## config.mk

```make
export PLATFORM = sky130hd
export DESIGN_NAME = rvfi_imem_track_check
export DESIGN_NICKNAME = d
export VERILOG_FILES = /design/src/rtl/rvfi_imem_track_check.sv
export SDC_FILE = /design/constraint.sdc
export NUM_CORES = 1
export LEC_CHECK = 0
export ABC_CLOCK_PERIOD_IN_PS = 6800
export BUFFER_PORTS_ARGS = -buffer_cell sky130_fd_sc_hd__buf_4
export CORE_MARGIN = 4
export CORE_UTILIZATION = 50
export CTS_CLUSTER_SIZE = 10
export DETAILED_ROUTE_END_ITERATION = 16
export GPL_ROUTABILITY_DRIVEN = 0
export GPL_TIMING_DRIVEN = 0
export PLACE_DENSITY_LB_ADDON = 0.15
export SETUP_SLACK_MARGIN = 0.02
export SYNTH_ARGS = -nofsm -noshare
export SYNTH_HDL_FRONTEND = slang
export SYNTH_SLANG_ARGS = --single-unit
```

## constraint.sdc

```tcl
create_clock -name i_clk -period 6.8 [get_ports i_clk]
set_input_delay 1.7 -clock i_clk [delete_from_list [all_inputs] [get_ports i_clk]]
set_output_delay 1.7 -clock i_clk [all_outputs]
set_load 0.01 [all_outputs]
```

## src/rtl/rvfi_imem_track_check.sv

```systemverilog
// Learns the first halfword fetched at each tracked address and flags any later retired fetch that disagrees.
// Latency 1 (registered outputs); passive observer, no backpressure.
module rvfi_imem_track_check #(
   parameter int XLEN         = 32,
   parameter int NRET         = 1,
   parameter int NADDR        = 2,
   parameter int INV_ON_STORE = 1,
   parameter int CNTW         = 16,
   parameter int IDXW         = 1
) (
   input  logic                   i_clk,
   input  logic                   i_reset,
   input  logic [NADDR*XLEN-1:0]  i_trk_addr,
   input  logic [NRET-1:0]        i_rvfi_valid,
   input  logic [NRET*32-1:0]     i_rvfi_insn,
   input  logic [NRET*XLEN-1:0]   i_rvfi_pc_rdata,
   input  logic [NRET*XLEN-1:0]   i_rvfi_mem_addr,
   input  logic [NRET*XLEN/8-1:0] i_rvfi_mem_wmask,
   output logic [NADDR-1:0]       o_learned,
   output logic                   o_err,
   output logic [IDXW-1:0]        o_err_idx,
   output logic [CNTW-1:0]        o_check_count
);
   localparam int MB = XLEN / 8;

   logic [NADDR-1:0] r_learned;
   logic [15:0]      r_shadow [NADDR];
   logic             r_err;
   logic [IDXW-1:0]  r_err_idx;
   logic [CNTW-1:0]  r_cnt;

   logic [NADDR-1:0] w_learned;
   logic [15:0]      w_shadow [NADDR];
   logic             w_err;
   logic [IDXW-1:0]  w_err_idx;
   logic [CNTW-1:0]  w_cnt;
   logic [XLEN-1:0]  w_pc;
   logic [31:0]      w_insn;
   logic [XLEN-1:0]  w_a;
   logic [XLEN-1:0]  w_baddr;
   logic             w_hit;
   logic [15:0]      w_obs;

   // Channels chain in ascending order: each sees the state left by the one below it.
   always_comb begin
      w_learned = r_learned;
      w_shadow  = r_shadow;
      w_err     = r_err;
      w_err_idx = r_err_idx;
      w_cnt     = r_cnt;
      w_pc      = '0;
      w_insn    = '0;
      w_a       = '0;
      w_baddr   = '0;
      w_hit     = 1'b0;
      w_obs     = '0;
      for (int c = 0; c < NRET; c++) begin
         if (i_rvfi_valid[c]) begin
            w_pc   = i_rvfi_pc_rdata[c*XLEN +: XLEN];
            w_insn = i_rvfi_insn[c*32 +: 32];
            for (int i = 0; i < NADDR; i++) begin
               w_a   = i_trk_addr[i*XLEN +: XLEN] & ~XLEN'(1);
               w_hit = 1'b0;
               w_obs = w_insn[15:0];
               if (w_pc == w_a) begin
                  w_hit = 1'b1;
               end else if (w_insn[1:0] == 2'b11 && w_pc + XLEN'(2) == w_a) begin
                  w_hit = 1'b1;
                  w_obs = w_insn[31:16];
               end
               if (w_hit) begin
                  if (!w_learned[i]) begin
                     w_learned[i] = 1'b1;
                     w_shadow[i]  = w_obs;
                  end else begin
                     if (w_cnt != '1) w_cnt = w_cnt + CNTW'(1);
                     if (w_shadow[i] != w_obs && !w_err) begin
                        w_err     = 1'b1;
                        w_err_idx = IDXW'(i);
                     end
                  end
               end
            end
            // A store touching either byte of a tracked halfword forces a relearn.
            if (INV_ON_STORE != 0) begin
               for (int k = 0; k < MB; k++) begin
                  if (i_rvfi_mem_wmask[c*MB + k]) begin
                     w_baddr = i_rvfi_mem_addr[c*XLEN +: XLEN] + XLEN'(k);
                     for (int i = 0; i < NADDR; i++) begin
                        w_a = i_trk_addr[i*XLEN +: XLEN] & ~XLEN'(1);
                        if ((w_baddr & ~XLEN'(1)) == w_a) w_learned[i] = 1'b0;
                     end
                  end
               end
            end
         end
      end
   end

   always_ff @(posedge i_clk or posedge i_reset) begin
      if (i_reset) begin
         r_learned <= '0;
         for (int i = 0; i < NADDR; i++) r_shadow[i] <= '0;
         r_err     <= 1'b0;
         r_err_idx <= '0;
         r_cnt     <= '0;
      end else begin
         r_learned <= w_learned;
         r_shadow  <= w_shadow;
         r_err     <= w_err;
         r_err_idx <= w_err_idx;
         r_cnt     <= w_cnt;
      end
   end

   assign o_learned     = r_learned;
   assign o_err         = r_err;
   assign o_err_idx     = r_err_idx;
   assign o_check_count = r_cnt;
endmodule

```

Yosys cells after proc, flatten, opt, wreduce, memory -nomap -nowiden
Index checks and enable logic that the tools add are counted.
{"block": "classes", "addsub": 6, "n_mul": 0, "n_div": 0, "magnitude_cmp": 0, "eq_ne": 17, "shifts": 0, "mux": 48, "bitwise": 2, "n_reduce_logical": 8}
{"operator": "$eq 31x31->1", "count": 8}
{"operator": "$mux 16", "count": 13}
{"operator": "$eq 32x32->1", "count": 4}
{"operator": "$add 32x2->32 const B", "count": 3}
{"operator": "$add 16x1->16 const B", "count": 2}
{"operator": "$add 32x1->32 const B", "count": 1}
{"operator": "$ne 16x16->1", "count": 2}
{"operator": "$ne 16x16->1 const B", "count": 2}
{"operator": "$mux 1", "count": 31}
{"operator": "$mux 2", "count": 4}
{"operator": "$reduce_and 3->1", "count": 2}
{"operator": "$logic_and 1x1->1", "count": 4}
{"operator": "$eq 2x2->1 const B", "count": 1}
{"operator": "$logic_not 1->1", "count": 2}
{"operator": "$not 1->1", "count": 2}
{"block": "word_totals", "register_bits": 52, "latch_bits": 0, "ramBits": 0, "mem_bits_ro": 0, "input_bits": 167, "out_inout_bits": 20, "elab_cells": 87, "memories": 0}

Logic depth before layout (Yosys ltp)
Gate-level depths: netlist (run 1).
{"block": "logic_depth", "word_depth": 17, "mapped_depth": 19, "depth_no_buf": 16}

Least setup slack after synthesis (run 1)
OpenSTA, ideal clock, no wires.
{"block": "synth_timing", "kind": "input to register", "from": "input i_rvfi_pc_rdata[1]", "to": "register r_cnt[9], in the netlist o_check_count[9]", "setup_ns": 0.080, "t_arrival_ns": 5.534, "t_required_ns": 6.720, "path_slack_ns": 1.186, "cell_stages": 18, "path_buffers": 2, "path_cell_list": "ha_1 -> buf_2 -> nand4_4 -> or4_4 -> nor4_1 -> xnor2_1 -> o311a_1 -> nand4_4 -> a21oi_2 -> and2_1 -> a21o_1 -> ha_1 -> nand4_1 -> o311a_1 -> buf_6 -> and4b_1 -> a31oi_2 -> xnor2_1"}
{"block": "synth_between", "elab_chain_cells": 12, "word_cells_on_any_way": 20, "cone_classes": "add/sub (2); eq/ne (5); mux (11); reduce/logical (2)"}
{"element": "start: declaration", "line": "16", "rtl": "input logic [NRET*XLEN-1:0] i_rvfi_pc_rdata,"}
{"element": "$add 32x2->32", "line": "67", "rtl": "end else if (w_insn[1:0] == 2'b11 && w_pc + XLEN'(2) == w_a) begin"}
{"element": "$eq 32x32->1", "line": "67"}
{"element": "$logic_and 1x1->1", "line": "67"}
{"element": "$mux 1", "line": "67"}
{"element": "$mux 1", "line": "65", "rtl": "if (w_pc == w_a) begin"}
{"element": "$mux 1", "line": "58", "rtl": "if (i_rvfi_valid[c]) begin"}
{"element": "$mux 16", "line": "71", "rtl": "if (w_hit) begin"}
{"element": "$mux 16", "line": "58"}
{"element": "$add 16x1->16 / $ne 16x16->1 (equally long branches)", "line": "76", "rtl": "if (w_cnt != '1) w_cnt = w_cnt + CNTW'(1);"}
{"element": "$mux 16", "line": "76"}
{"element": "$mux 16", "line": "72", "rtl": "if (!w_learned[i]) begin"}
{"element": "$mux 16 *", "line": "71"}
{"element": "end signal: assignment", "line": "112", "rtl": "r_cnt <= w_cnt;"}
{"element": "end: declaration", "line": "30", "rtl": "logic [CNTW-1:0] r_cnt;"}
Mark *: on every way between the ends. The rest lies on a longest branch, timed or not. The select of a mux whose other input is x is not followed.
A chain may end at the register's enable or synchronous reset.

Final worst setup path (run 1)
{"block": "layout_timing", "from": "input i_rvfi_pc_rdata[25]", "to": "register r_cnt[9], in the netlist o_check_count[9]"}
Same word-level chain as after synthesis.

==> results of run 1 <==
## routing by layer
layer | routed length [um] | share of wire (%) | global-route usage (%)
met1 | 16700 | 42 | 49.8
met2 | 15200 | 38 | 45.5
met5 | 19 | 0.048 | 0
met4 | 1450 | 3.7 | 10.3
met3 | 6240 | 16 | 12.9
## final timing paths
check                           slack, ns                         start                      endpoint
worst max-delay path                 0.46           i_rvfi_pc_rdata[25]  o_check_count[9]$_DFFE_PP0P_
worst min-delay path                 0.51      r_shadow[21]$_DFFE_PP0P_      r_shadow[21]$_DFFE_PP0P_
worst max register to register       2.47  o_check_count[2]$_DFFE_PP0P_  o_check_count[3]$_DFFE_PP0P_
worst min register to register       0.51      r_shadow[21]$_DFFE_PP0P_      r_shadow[21]$_DFFE_PP0P_
max in group asynchronous            4.93                       i_reset      r_shadow[15]$_DFFE_PP0P_
min in group asynchronous            1.36                       i_reset  o_check_count[9]$_DFFE_PP0P_
## synth_stat cells, types with 4 or more instances
| cell type | count |
|---|---|
| xnor2_1 | 178 |
| xor2_1 | 167 |
| nand2_1 | 129 |
| nor2_1 | 103 |
| nor3_1 | 76 |
| a21oi_1 | 68 |
| clkbuf_1 | 58 |
| nand4_1 | 58 |
| dfrtp_1 | 52 |
| nand3_1 | 51 |
| o21ai_0 | 51 |
| nor4_1 | 48 |
| inv_1 | 32 |
| mux2i_1 | 31 |
| a31oi_1 | 24 |
| buf_2 | 17 |
| a211oi_1 | 14 |
| and3_1 | 14 |
| o22ai_1 | 13 |
| or3_1 | 13 |
| nor2b_1 | 10 |
| or4_1 | 10 |
| and4_1 | 9 |
| nand2b_1 | 9 |
| or2_2 | 9 |
| and2_1 | 7 |
| buf_1 | 7 |
| ha_1 | 7 |
| o211ai_1 | 7 |
| a2111oi_0 | 6 |
| nand3b_1 | 6 |
| nor3b_1 | 6 |
| o2111ai_1 | 6 |
| o21ai_1 | 5 |
| a21o_1 | 4 |
| a32oi_1 | 4 |
| and4b_1 | 4 |
| o311a_1 | 4 |
## state kept, by name, indices dropped and copies added (netlist names)
name and cells:
o_check_count 16, o_err_idx 1, o_err 1, r_shadow 32, o_learned 2
## through the flow
stage	worst slack [ns]	util, %	hold slack (ns)	cell area [um^2]	std cells
after floorplan	1.19	-	0.469	9970	1391
after global placement	0.359	58.3	0.482	11400	1799
after detailed placement	0.379	58.4	0.491	11400	1800
after CTS	0.683	59.2	0.506	11600	1808
after global routing	0.225	59.2	0.532	11600	1808
final	0.462	59.2	0.505	11600	1808
## final cells by class
class                   instances  area share [%]
clock buffers                   5            1.08
clock inverters                 3           0.400
flip-flops and latches         52            11.2
well taps                     265            2.87
multi-input cells            1222            70.9
repair buffers                144            9.45
inverters                      32            1.04
plain buffers                  85            3.05
## power by group
part           internal, mW  switching [mW]  leakage [nW]  total [mW]
Sequential            0.311         0.00381         0.708       0.315
Combinational         0.218           0.372          3.51       0.590
Clock                 0.175           0.128        0.0804       0.304
Total                 0.704           0.504          4.30        1.21
## logic make-up after synthesis
| family | synth area share (%) |
|---|---|
| AO/OA/AOI/OAI | 16.4 |
| AND/OR/NAND/NOR | 31.2 |
| multiplexers | 3.34 |
| adder cells (fa/ha/maj) | 0.878 |
| buffers and inverters | 4.74 |
| XOR/XNOR | 30.3 |
| flip-flops | 13.1 |
## critical path, stage by stage
cell	delay, ns
clkbuf_1	0.40
nand4_1	0.18
nor4_1	0.50
nand3_1	0.21
a2111oi_0	0.65
nor4b_2	0.49
nand4_4	0.21
a21oi_2	0.45
and2_1	0.22
a21o_1	0.09
ha_1	0.24
nand4_1	0.22
o311a_1	0.39
buf_6	0.15
and4b_1	0.19
a31oi_2	0.15
xnor2_1	0.13
==> results.md, run 1 <==
* Status: completed
* Fin nets at 1716
* Setup repair bufs after CTS at 0
* Via Count at 11600
* Site Rows at 51
* Post-route ant nets at 0
* CTS resizes at 0
* Main flop type after synthesis: dfrtp_1
* EDFF count, synth at 0
* Filler Cell Count at 1908
* Drt drc at 0
* Leakage power at 4.30 nW
* Crit path capture type: flip-flop
* Relative slew margins at between 10% and 20%
* Peak Freq at 0.158 GHz
* TritonCTS clock tree: done
* HPWL Detailed at 32900 um
* Sequential cell area at 1300 um^2
* Clock sink count at 52
* Multi-input gate area at approximately 8200 um^2
* Data arrival, critical path at 6.57 ns
* Vias/cell at 6.44
* First-pass detailed-route iteration total at 8
* MaxCap Viol Count at 0
* Diode count at 0
* First-pass GRT wire length at 59400 um
* Post-synth top area share at around 16%
* Top-level I/O count at around 190
* Count of different cell masters after synthesis at 81
* Unrepaired setup endpoints after global routing: false
* Ratio of cells with drive above 1 in the final layout at 13.2%
* Crit path kind: in2reg
* Largest net degree at the start of global routing at 40
* # setup viols final at 0
* GR Util All Layers at 34.0%
* Hold depth at 2
* Clk root buf: clkbuf_16
* H-tree level count at 2
* Die W at 149 um
* Asr flop ratio synth at 100%
* CTS Hold Bufs at 0
* Grt ovf at 0
* Seq/Total Area, Yosys at 13.1%
* Worst-skew pair later-pin latency at 0.30 ns
* CP Max Fanout at 10
* Overall die area at 22300 um^2
* Synth warn at 0
* Die Y at 149 um
* Mapped Avg Cell Area at 7.17 um^2
* Commonest non-fill, non-tap cell in the layout: xnor2_1
* Post-Synthesis Cell Area at 9970 um^2
* Final period util at 93.2%
* Routed WL at approximately 40000 um
* Wire per inst at 21.9 um
* Worst hold path type: reg2reg
* Clk buf depth at 2
* Initial Util at 51.1%
* Number of buffers created by CTS at 5
* Final number of hold-violating endpoints at 0
* Crit start category: input port
* Reg2reg path depth at 16
* Worst VDD drop at about 0.082 mV
* Synth Register Bits at 52
* Syn Nets at 1565
* Top area cells in the synthesized netlist: xnor2_1 16%, xor2_1 15%, dfrtp_1 13%, nand2_1 4.9%, nor2_1 3.9%
* Initial antenna violation count at 1
* Setup TNS at 0 ns
* Synth Instances at 1391
* Worst Path Required at 7.04 ns
* Core area at slightly below 20000 um^2
* Initial DRC count at 1338
* Number of global-route vias before repair at 10500
* Commonest cells after routing, fill and taps aside: 178 x xnor2_1, 167 x xor2_1, 144 x buf_4
* Final Max Slew Viols at 0
* Worst Tran Pin Value at 1.19 ns
* Area grow syn2layout at 16.0%
* Cell taking the most area after synthesis: xnor2_1
* Period minus WS final at roughly 6.3 ns
* Final Skew at around 0.0092 ns
* Tot Pwr at roughly 1.2 mW
* Power Dens Cells at around 100 nW/um^2
* PortBufs at 143
* Clk slew on worst S/H paths at 0.08 ns
No activity file was read; power rests on OpenSTA's default activity.
==> run 2: changes to the inputs <==
--- a/config.mk
+++ b/config.mk
@@ -5,7 +5,7 @@
 export SDC_FILE = /design/constraint.sdc
 export NUM_CORES = 1
 export LEC_CHECK = 0
-export ABC_CLOCK_PERIOD_IN_PS = 6800
+export ABC_CLOCK_PERIOD_IN_PS = 6200
 export BUFFER_PORTS_ARGS = -buffer_cell sky130_fd_sc_hd__buf_4
 export CORE_MARGIN = 4
 export CORE_UTILIZATION = 50
==> constraint.sdc (replaced) <==
create_clock -name i_clk -period 6.2 [get_ports i_clk]
set_input_delay 1.55 -clock i_clk [delete_from_list [all_inputs] [get_ports i_clk]]
set_output_delay 1.55 -clock i_clk [all_outputs]
set_load 0.01 [all_outputs]
==> run 2 against run 1 <==
Power grew 9.8%. Global-route usage unchanged. Final area up 0.17%. Critical endpoint is now o_learned[1]$_DFFE_PP0P_. Largest power group unchanged.
==> results.md, run 2 (same netlist as run 1, synthesis figures left out) <==
* Status: completed (unchanged)
* Top reg by flops: r_shadow (unchanged)
* Clock group share of total power at 25.1% (about the same)
* Commonest cells after routing, fill and taps aside: 178 x xnor2_1, 167 x xor2_1, 144 x buf_4 (unchanged)
* Fin nets at 1716 (unchanged)
* Max FFs per register at 32 (unchanged)
* Period minus WS final at approximately 6.1 ns
* Internal power at 0.773 mW (was 0.704 mW)
* Die Y at 149 um (unchanged)
* Routed WL at 39700 um (was 39600 um)
* Hold depth at 2 (unchanged)
* Leakage power at 4.32 nW (was 4.30 nW)
* Final Skew at 0.00767 ns (was 0.00919 ns)
* Worst Path Required at 6.37 ns (was 7.04 ns)
* H-tree level count at 2 (unchanged)
* Worst Tran Pin Value at 1.16 ns (was 1.19 ns)
* Relative slew margins at 22.0% (was 19.8%)
* Clock sink count at 52 (unchanged)
* Ratio of cells with drive above 1 in the final layout at 13.2% (about the same)
* Clk slew on worst S/H paths at 0.08 ns (about the same)
* Fin area at 11600 um^2 (about the same)
* Worst hold margin at 0.507 ns (was 0.505 ns)
* R2r endpoint: o_check_count[3]$_DFFE_PP0P_ (unchanged)
* Final period util at 98.8%
* R2R setup slack at 1.86 ns (was 2.47 ns)
* Number of buffers created by CTS at 5 (unchanged)
* Sequential share of power at 26.0% (about the same)
* Peak Freq at approximately 0.16 GHz
* Via Count at 11700 (was 11600)
* Largest net degree at the start of global routing at 40 (unchanged)
* Grt ovf at 0 (unchanged)
* Hold EP: r_shadow[24]$_DFFE_PP0P_ (was r_shadow[21]$_DFFE_PP0P_)
* Area grow syn2layout at 16.2% (was 16.0%)
* Crit start category: input port (unchanged)
* Start of the worst register-to-register path: o_check_count[2]$_DFFE_PP0P_ (unchanged)
* GR Util All Layers at 34.0% (unchanged)
* Wire per inst at 22.0 um (was 21.9 um)
* First-pass GRT wire length at 59400 um (unchanged)
* Diode count at 0 (unchanged)
* Initial Util at 51.1% (unchanged)
* HP Start: r_shadow[24]$_DFFE_PP0P_ (was r_shadow[21]$_DFFE_PP0P_)
* Commonest non-fill, non-tap cell in the layout: xnor2_1 (unchanged)
* MaxCap Viol Count at 0 (unchanged)
* CP Max Fanout at 10 (unchanged)
* # setup viols final at 0 (unchanged)
* PortBufs at 143 (unchanged)
* Crit path kind: in2reg (unchanged)
* Final number of hold-violating endpoints at 0 (unchanged)
* Number of global-route vias before repair at 10500 (unchanged)
* Reg2reg path depth at 16 (unchanged)
* Final Max Slew Viols at 0 (unchanged)
* Setup repair bufs after CTS at 0 (unchanged)
* Core area at 19500 um^2 (unchanged)
* Overall die area at 22300 um^2 (unchanged)
* Combinational share of power at 48.9% (was 48.8%)
* Initial DRC count at 1308 (was 1338)
* Drt drc at 0 (unchanged)
* Vias/cell at 6.46 (was 6.44)
* Top-level I/O count at 187 (unchanged)
* Switching power at 0.555 mW (was 0.504 mW)
* Clk root buf: clkbuf_16 (unchanged)
* Worst hold path type: reg2reg (unchanged)
* Data arrival, critical path at 6.30 ns (was 6.57 ns)
* Clk buf depth at 2 (unchanged)
* Site Rows at 51 (unchanged)
* HPWL Detailed at 32900 um (unchanged)
* Filler Cell Count at 1906 (was 1908)
* Worst-skew pair later-pin latency at 0.31 ns (was 0.30 ns)
* Crit path capture type: flip-flop (unchanged)
* Initial antenna violation count at 1 (unchanged)
* Power Dens Cells at 115 nW/um^2 (was 104 nW/um^2)
* TritonCTS clock tree: done (unchanged)
* First-pass detailed-route iteration total at 6 (was 8)
* Worst VDD drop at 0.0897 mV (was 0.0819 mV)
* Tot Pwr at 1.33 mW (was 1.21 mW)
* Die W at 149 um (unchanged)
* Switch share at 41.8% (was 41.7%)
* Post-route ant nets at 0 (unchanged)
* Area after DPL at 11400 um^2 (unchanged)
* CTS Hold Bufs at 0 (unchanged)
-- run 2: power by group through the flow --
stage               clock [mW]  sequential, mW  combinational, mW
detailed placement           0           0.352              0.615
global route             0.356           0.346              0.682
global placement             0           0.352              0.610
finish                   0.333           0.345              0.649
CTS                      0.338           0.345              0.618
floorplan                    0           0.352              0.376
-- run 2: worst max-delay path by stage --
stage	from	to	slack [ns]	cells past startpoint
floorplan	i_rvfi_pc_rdata[1]	o_check_count[9]$_DFFE_PP0P_	0.74	18
finish	i_rvfi_mem_addr[0]	o_learned[1]$_DFFE_PP0P_	0.07	18
global placement	i_rvfi_pc_rdata[25]	o_check_count[9]$_DFFE_PP0P_	-0.09	17
global route	i_rvfi_pc_rdata[25]	o_check_count[9]$_DFFE_PP0P_	-0.02	17
detailed placement	i_rvfi_pc_rdata[25]	o_check_count[9]$_DFFE_PP0P_	-0.07	17
CTS	i_rvfi_pc_rdata[25]	o_check_count[9]$_DFFE_PP0P_	0.23	17
-- run 2: through the flow --
stage                     util, %  std cells  setup slack [ns]  TNS [ns]
final                        59.3       1808            0.0725         0
after global routing         59.3       1808           -0.0184   -0.0288
after CTS                    59.2       1808             0.233         0
after detailed placement     58.4       1800           -0.0714    -0.164
after global placement       58.3       1799           -0.0910    -0.244
after floorplan                 -       1391             0.736         0
-- run 2: final cells by class --
| type | count | area, um^2 | area share (%) |
|---|---|---|---|
| Clock inverter | 3 | 46.3 | 0.400 |
| Inverter | 32 | 120 | 1.04 |
| Multi-Input combinational cell | 1222 | 8220 | 70.9 |
| Buffer | 85 | 353 | 3.05 |
| Clock buffer | 5 | 125 | 1.08 |
| Sequential cell | 52 | 1300 | 11.2 |
| Tap cell | 265 | 332 | 2.86 |
| Timing Repair Buffer | 144 | 1090 | 9.44 |
-- run 2: timing repair --
item	in CTS	in global routing
gates resized for setup	0	3
setup endpoints to repair	0	10
hold endpoints to repair	0	0
-- run 2: worst max-delay path, stage by stage --
cell and delay, ns:
buf_4 0.08, clkbuf_1 0.31, clkbuf_1 0.54, inv_1 0.24, ha_1 0.26, clkbuf_1 0.22, nor2_1 0.35, nand2b_1 0.35
nor2_1 0.37, nand2_1 0.09, o22ai_1 0.34, nand4_1 0.19, nor4_1 0.54, nand4_1 0.16, nor4_1 0.24, a31oi_1 0.08
o221ai_1 0.23, a21oi_1 0.14
-- run 2: metal layers --
metal / wire length (um) / GRT usage, % / vias to the layer above
met2: 15300 / 45.5 / 839
met4: 1460 / 10.3 / 2
met3: 6290 / 12.9 / 114
met1: 16700 / 49.8 / 5409
li1: - / - / 5318
met5: 13 / 0 / -
==> run 3: changes to the inputs <==
--- a/config.mk
+++ b/config.mk
@@ -13,7 +13,7 @@
 export DETAILED_ROUTE_END_ITERATION = 16
 export GPL_ROUTABILITY_DRIVEN = 0
 export GPL_TIMING_DRIVEN = 0
-export PLACE_DENSITY_LB_ADDON = 0.15
+export PLACE_DENSITY = 0.78
 export SETUP_SLACK_MARGIN = 0.02
 export SYNTH_ARGS = -nofsm -noshare
 export SYNTH_HDL_FRONTEND = slang
==> run 3 against run 2 <==
Setup slack gained 0.067 ns. Non-clock buffer count is the same. Power shrank 4.2%. First-iteration DRC count grew 16%. Sequential power is essentially flat. Critical path depth grew 1. Die area is the same. Clock power shrank 14%. Combinational power shrank 2%. Clock-buffer cell count is the same. Global-route usage grew 0.25 points. Register-to-register slack lost 0.16 ns. Highest routed layer unchanged.
==> results.md, run 3 (same netlist as run 1, synthesis figures left out) <==
* Status: completed (unchanged)
* Reg2reg path depth at 16 (unchanged)
* Metal3 WL at 5420 um (was 6290 um)
* Power Dens Cells at 110 nW/um^2 (was 115 nW/um^2)
* Worst VDD drop at 0.113 mV (was 0.0897 mV)
* Initial Util at 51.1% (unchanged)
* First-pass GRT wire length at 60500 um (was 59400 um)
* Max FFs per register at 32 (unchanged)
* Final number of hold-violating endpoints at 0 (unchanged)
* Core area at 19500 um^2 (unchanged)
* Post-route ant nets at 0 (unchanged)
* Initial DRC count at 1521 (was 1308)
* MaxCap Viol Count at 0 (unchanged)
* Commonest non-fill, non-tap cell in the layout: xnor2_1 (unchanged)
* Dpl ws at -0.158 ns (was -0.0714 ns)
* HPWL Detailed at 32900 um (about the same)
* Data arrival, critical path at 6.28 ns (was 6.30 ns)
* Cell family with most CP delay: simple AND/OR/NAND/NOR gates (unchanged)
* Clk root buf: clkbuf_16 (unchanged)
* Setup WS post-layout at 0.140 ns (was 0.0725 ns)
* Final Non-Filler Cells at 1812 (was 1808)
* Number of global-route vias before repair at 11000 (was 10500)
* Placed Cells incl. Taps at 1800 (unchanged)
* Crit path capture type: flip-flop (unchanged)
* Die W at 149 um (unchanged)
* Worst path depth at 19 (was 18)
* Clk slew on worst S/H paths at 0.08 ns (about the same)
* Crit start category: input port (unchanged)
* Final Max Slew Viols at 0 (unchanged)
* DR top layer: met5 (unchanged)
* Worst hold path type: reg2reg (unchanged)
* Area after DPL at 11400 um^2 (unchanged)
* Top reg by flops: r_shadow (unchanged)
* Area grow syn2layout at 16.1% (was 16.2%)
* Final Skew at 0.00670 ns (was 0.00767 ns)
* GR Util All Layers at 34.2% (was 34.0%)
* Setup repair bufs after CTS at 0 (unchanged)
* Drt drc at 0 (unchanged)
* Unrepaired setup endpoints after global routing: true
* Grt ovf at 0 (unchanged)
* Vias/cell at 6.60 (was 6.46)
* Largest net degree at the start of global routing at 33 (was 40)
* Crit-path most repeated cell: xnor2_1 (was clkbuf_1)
* CP Buf/Inv Count at 4 (was 5)
* Setup TNS at 0 ns (unchanged)
* Overall die area at 22300 um^2 (unchanged)
* # setup viols final at 0 (unchanged)
* Slowest stage delay, CP at 0.60 ns (was 0.54 ns)
* CP max-delay cell: or4_4 (was clkbuf_1)
* Met1 WL at 15000 um (was 16700 um)
* Number of buffers created by CTS at 5 (unchanged)
* Ratio of cells with drive above 1 in the final layout at 13.2% (unchanged)
* R2R setup slack at 1.70 ns (was 1.86 ns)
* Commonest cells after routing, fill and taps aside: 178 x xnor2_1, 167 x xor2_1, 144 x buf_4 (unchanged)
* Final period util at 97.7% (was 98.8%)
* Relative slew margins at 40.4% (was 22.0%)
* Worst Path Required at 6.42 ns (was 6.37 ns)
* First-pass detailed-route iteration total at 7 (was 6)
* Fin area at 11600 um^2 (about the same)
* Routed WL at 40200 um (was 39700 um)
* Tot Pwr at 1.27 mW (was 1.33 mW)
* Via Count at 12000 (was 11700)
* Period minus WS final at 6.06 ns (was 6.13 ns)
* PortBufs at 143 (unchanged)
* TritonCTS clock tree: done (unchanged)
* Peak Freq at 0.165 GHz (was 0.163 GHz)
* Fin nets at 1716 (unchanged)
* CP Max Fanout at 10 (unchanged)
* Leakage power at 4.29 nW (was 4.32 nW)
* CTS Hold Bufs at 0 (unchanged)
* H-tree level count at 2 (unchanged)
* Top-level I/O count at 187 (unchanged)
* Site Rows at 51 (unchanged)
* Initial antenna violation count at 4 (was 1)
* Die Y at 149 um (unchanged)
* Hold depth at 2 (unchanged)
* Worst-path cell chain: buf_4, ha_1, buf_2, nand4_4, or4_4, nor4_1, xnor2_1, o311a_1, and4_1, buf_2, o21ai_4, xnor2_1, ha_1, nand4_1, o311a_1, buf_6, and4b_1, a31oi_2, xnor2_1 (was buf_4, clkbuf_1, clkbuf_1, inv_1, ha_1, clkbuf_1, nor2_1, nand2b_1, nor2_1, nand2_1, o22ai_1, nand4_1, nor4_1, nand4_1, nor4_1, a31oi_1, o221ai_1, a21oi_1)
* Wire per inst at 22.2 um (was 22.0 um)
* Clock sink count at 52 (unchanged)
* Metal2 WL at 17200 um (was 15300 um)
* Worst Tran Pin Value at 0.886 ns (was 1.16 ns)
* CTS resizes at 0 (unchanged)
* Worst-skew pair later-pin latency at 0.30 ns (was 0.31 ns)
* Crit path kind: in2reg (unchanged)
* Clk buf depth at 2 (unchanged)
==> run 3: changes by cell type in the layout (fill, tap and decap cells not counted), sizes merged <==
cell,delta
bufinv,-1
clkinv,+1
diode,+4
==> run 3: path summary, 6_finish.rpt <==
path	end	startpoint
setup / recovery	o_check_count[9]$_DFFE_PP0P_	i_rvfi_pc_rdata[1]
hold / removal	r_shadow[26]$_DFFE_PP0P_	r_shadow[26]$_DFFE_PP0P_
setup reg to reg	o_check_count[3]$_DFFE_PP0P_	o_check_count[2]$_DFFE_PP0P_
hold reg to reg	r_shadow[26]$_DFFE_PP0P_	r_shadow[26]$_DFFE_PP0P_
max in group asynchronous	o_check_count[1]$_DFFE_PP0P_	i_reset
min in group asynchronous	r_shadow[2]$_DFFE_PP0P_	i_reset
==> run 3: cell type report <==
cell class | count | area, um^2
timing repair buffer | 144 | 1090
antenna | 4 | 10.0
clock buffer | 5 | 125
buffer | 85 | 353
inverter | 32 | 120
tap | 265 | 332
multi-input combinational | 1222 | 8220
fill | 1886 | 7950
clock inverter | 3 | 21.3
sequential | 52 | 1300
==> run 3: report_power, final <==
| group | switching [mW] | internal, mW |
|---|---|---|
| sequential | 0.00418 | 0.341 |
| combinational | 0.399 | 0.239 |
| clock | 0.137 | 0.151 |
==> run 3: metal layers <==
metal / up-vias / track usage (%)
li1: 5327 / -
met1: 5434 / 45.1
met2: 969 / 52.8
met3: 218 / 7.87
met4: 4 / 16.5
met5: - / 0
==> run 3: metrics by stage <==
| step | util [%] | hold WS [ns] |
|---|---|---|
| 5_1_grt | 59.2 | 0.538 |
| 4_1_cts | 59.1 | 0.506 |
| 3_3_place_gp | 58.3 | 0.482 |
| 3_5_place_dp | 58.4 | 0.490 |
| 6_report | 59.3 | 0.508 |
| 2_1_floorplan | - | 0.469 |
==> run 3: worst min-delay path, stage by stage, from the launching register on <==
cell and delay [ns]:
dfrtp_1 0.36, nand2_1 0.05, o21ai_0 0.06
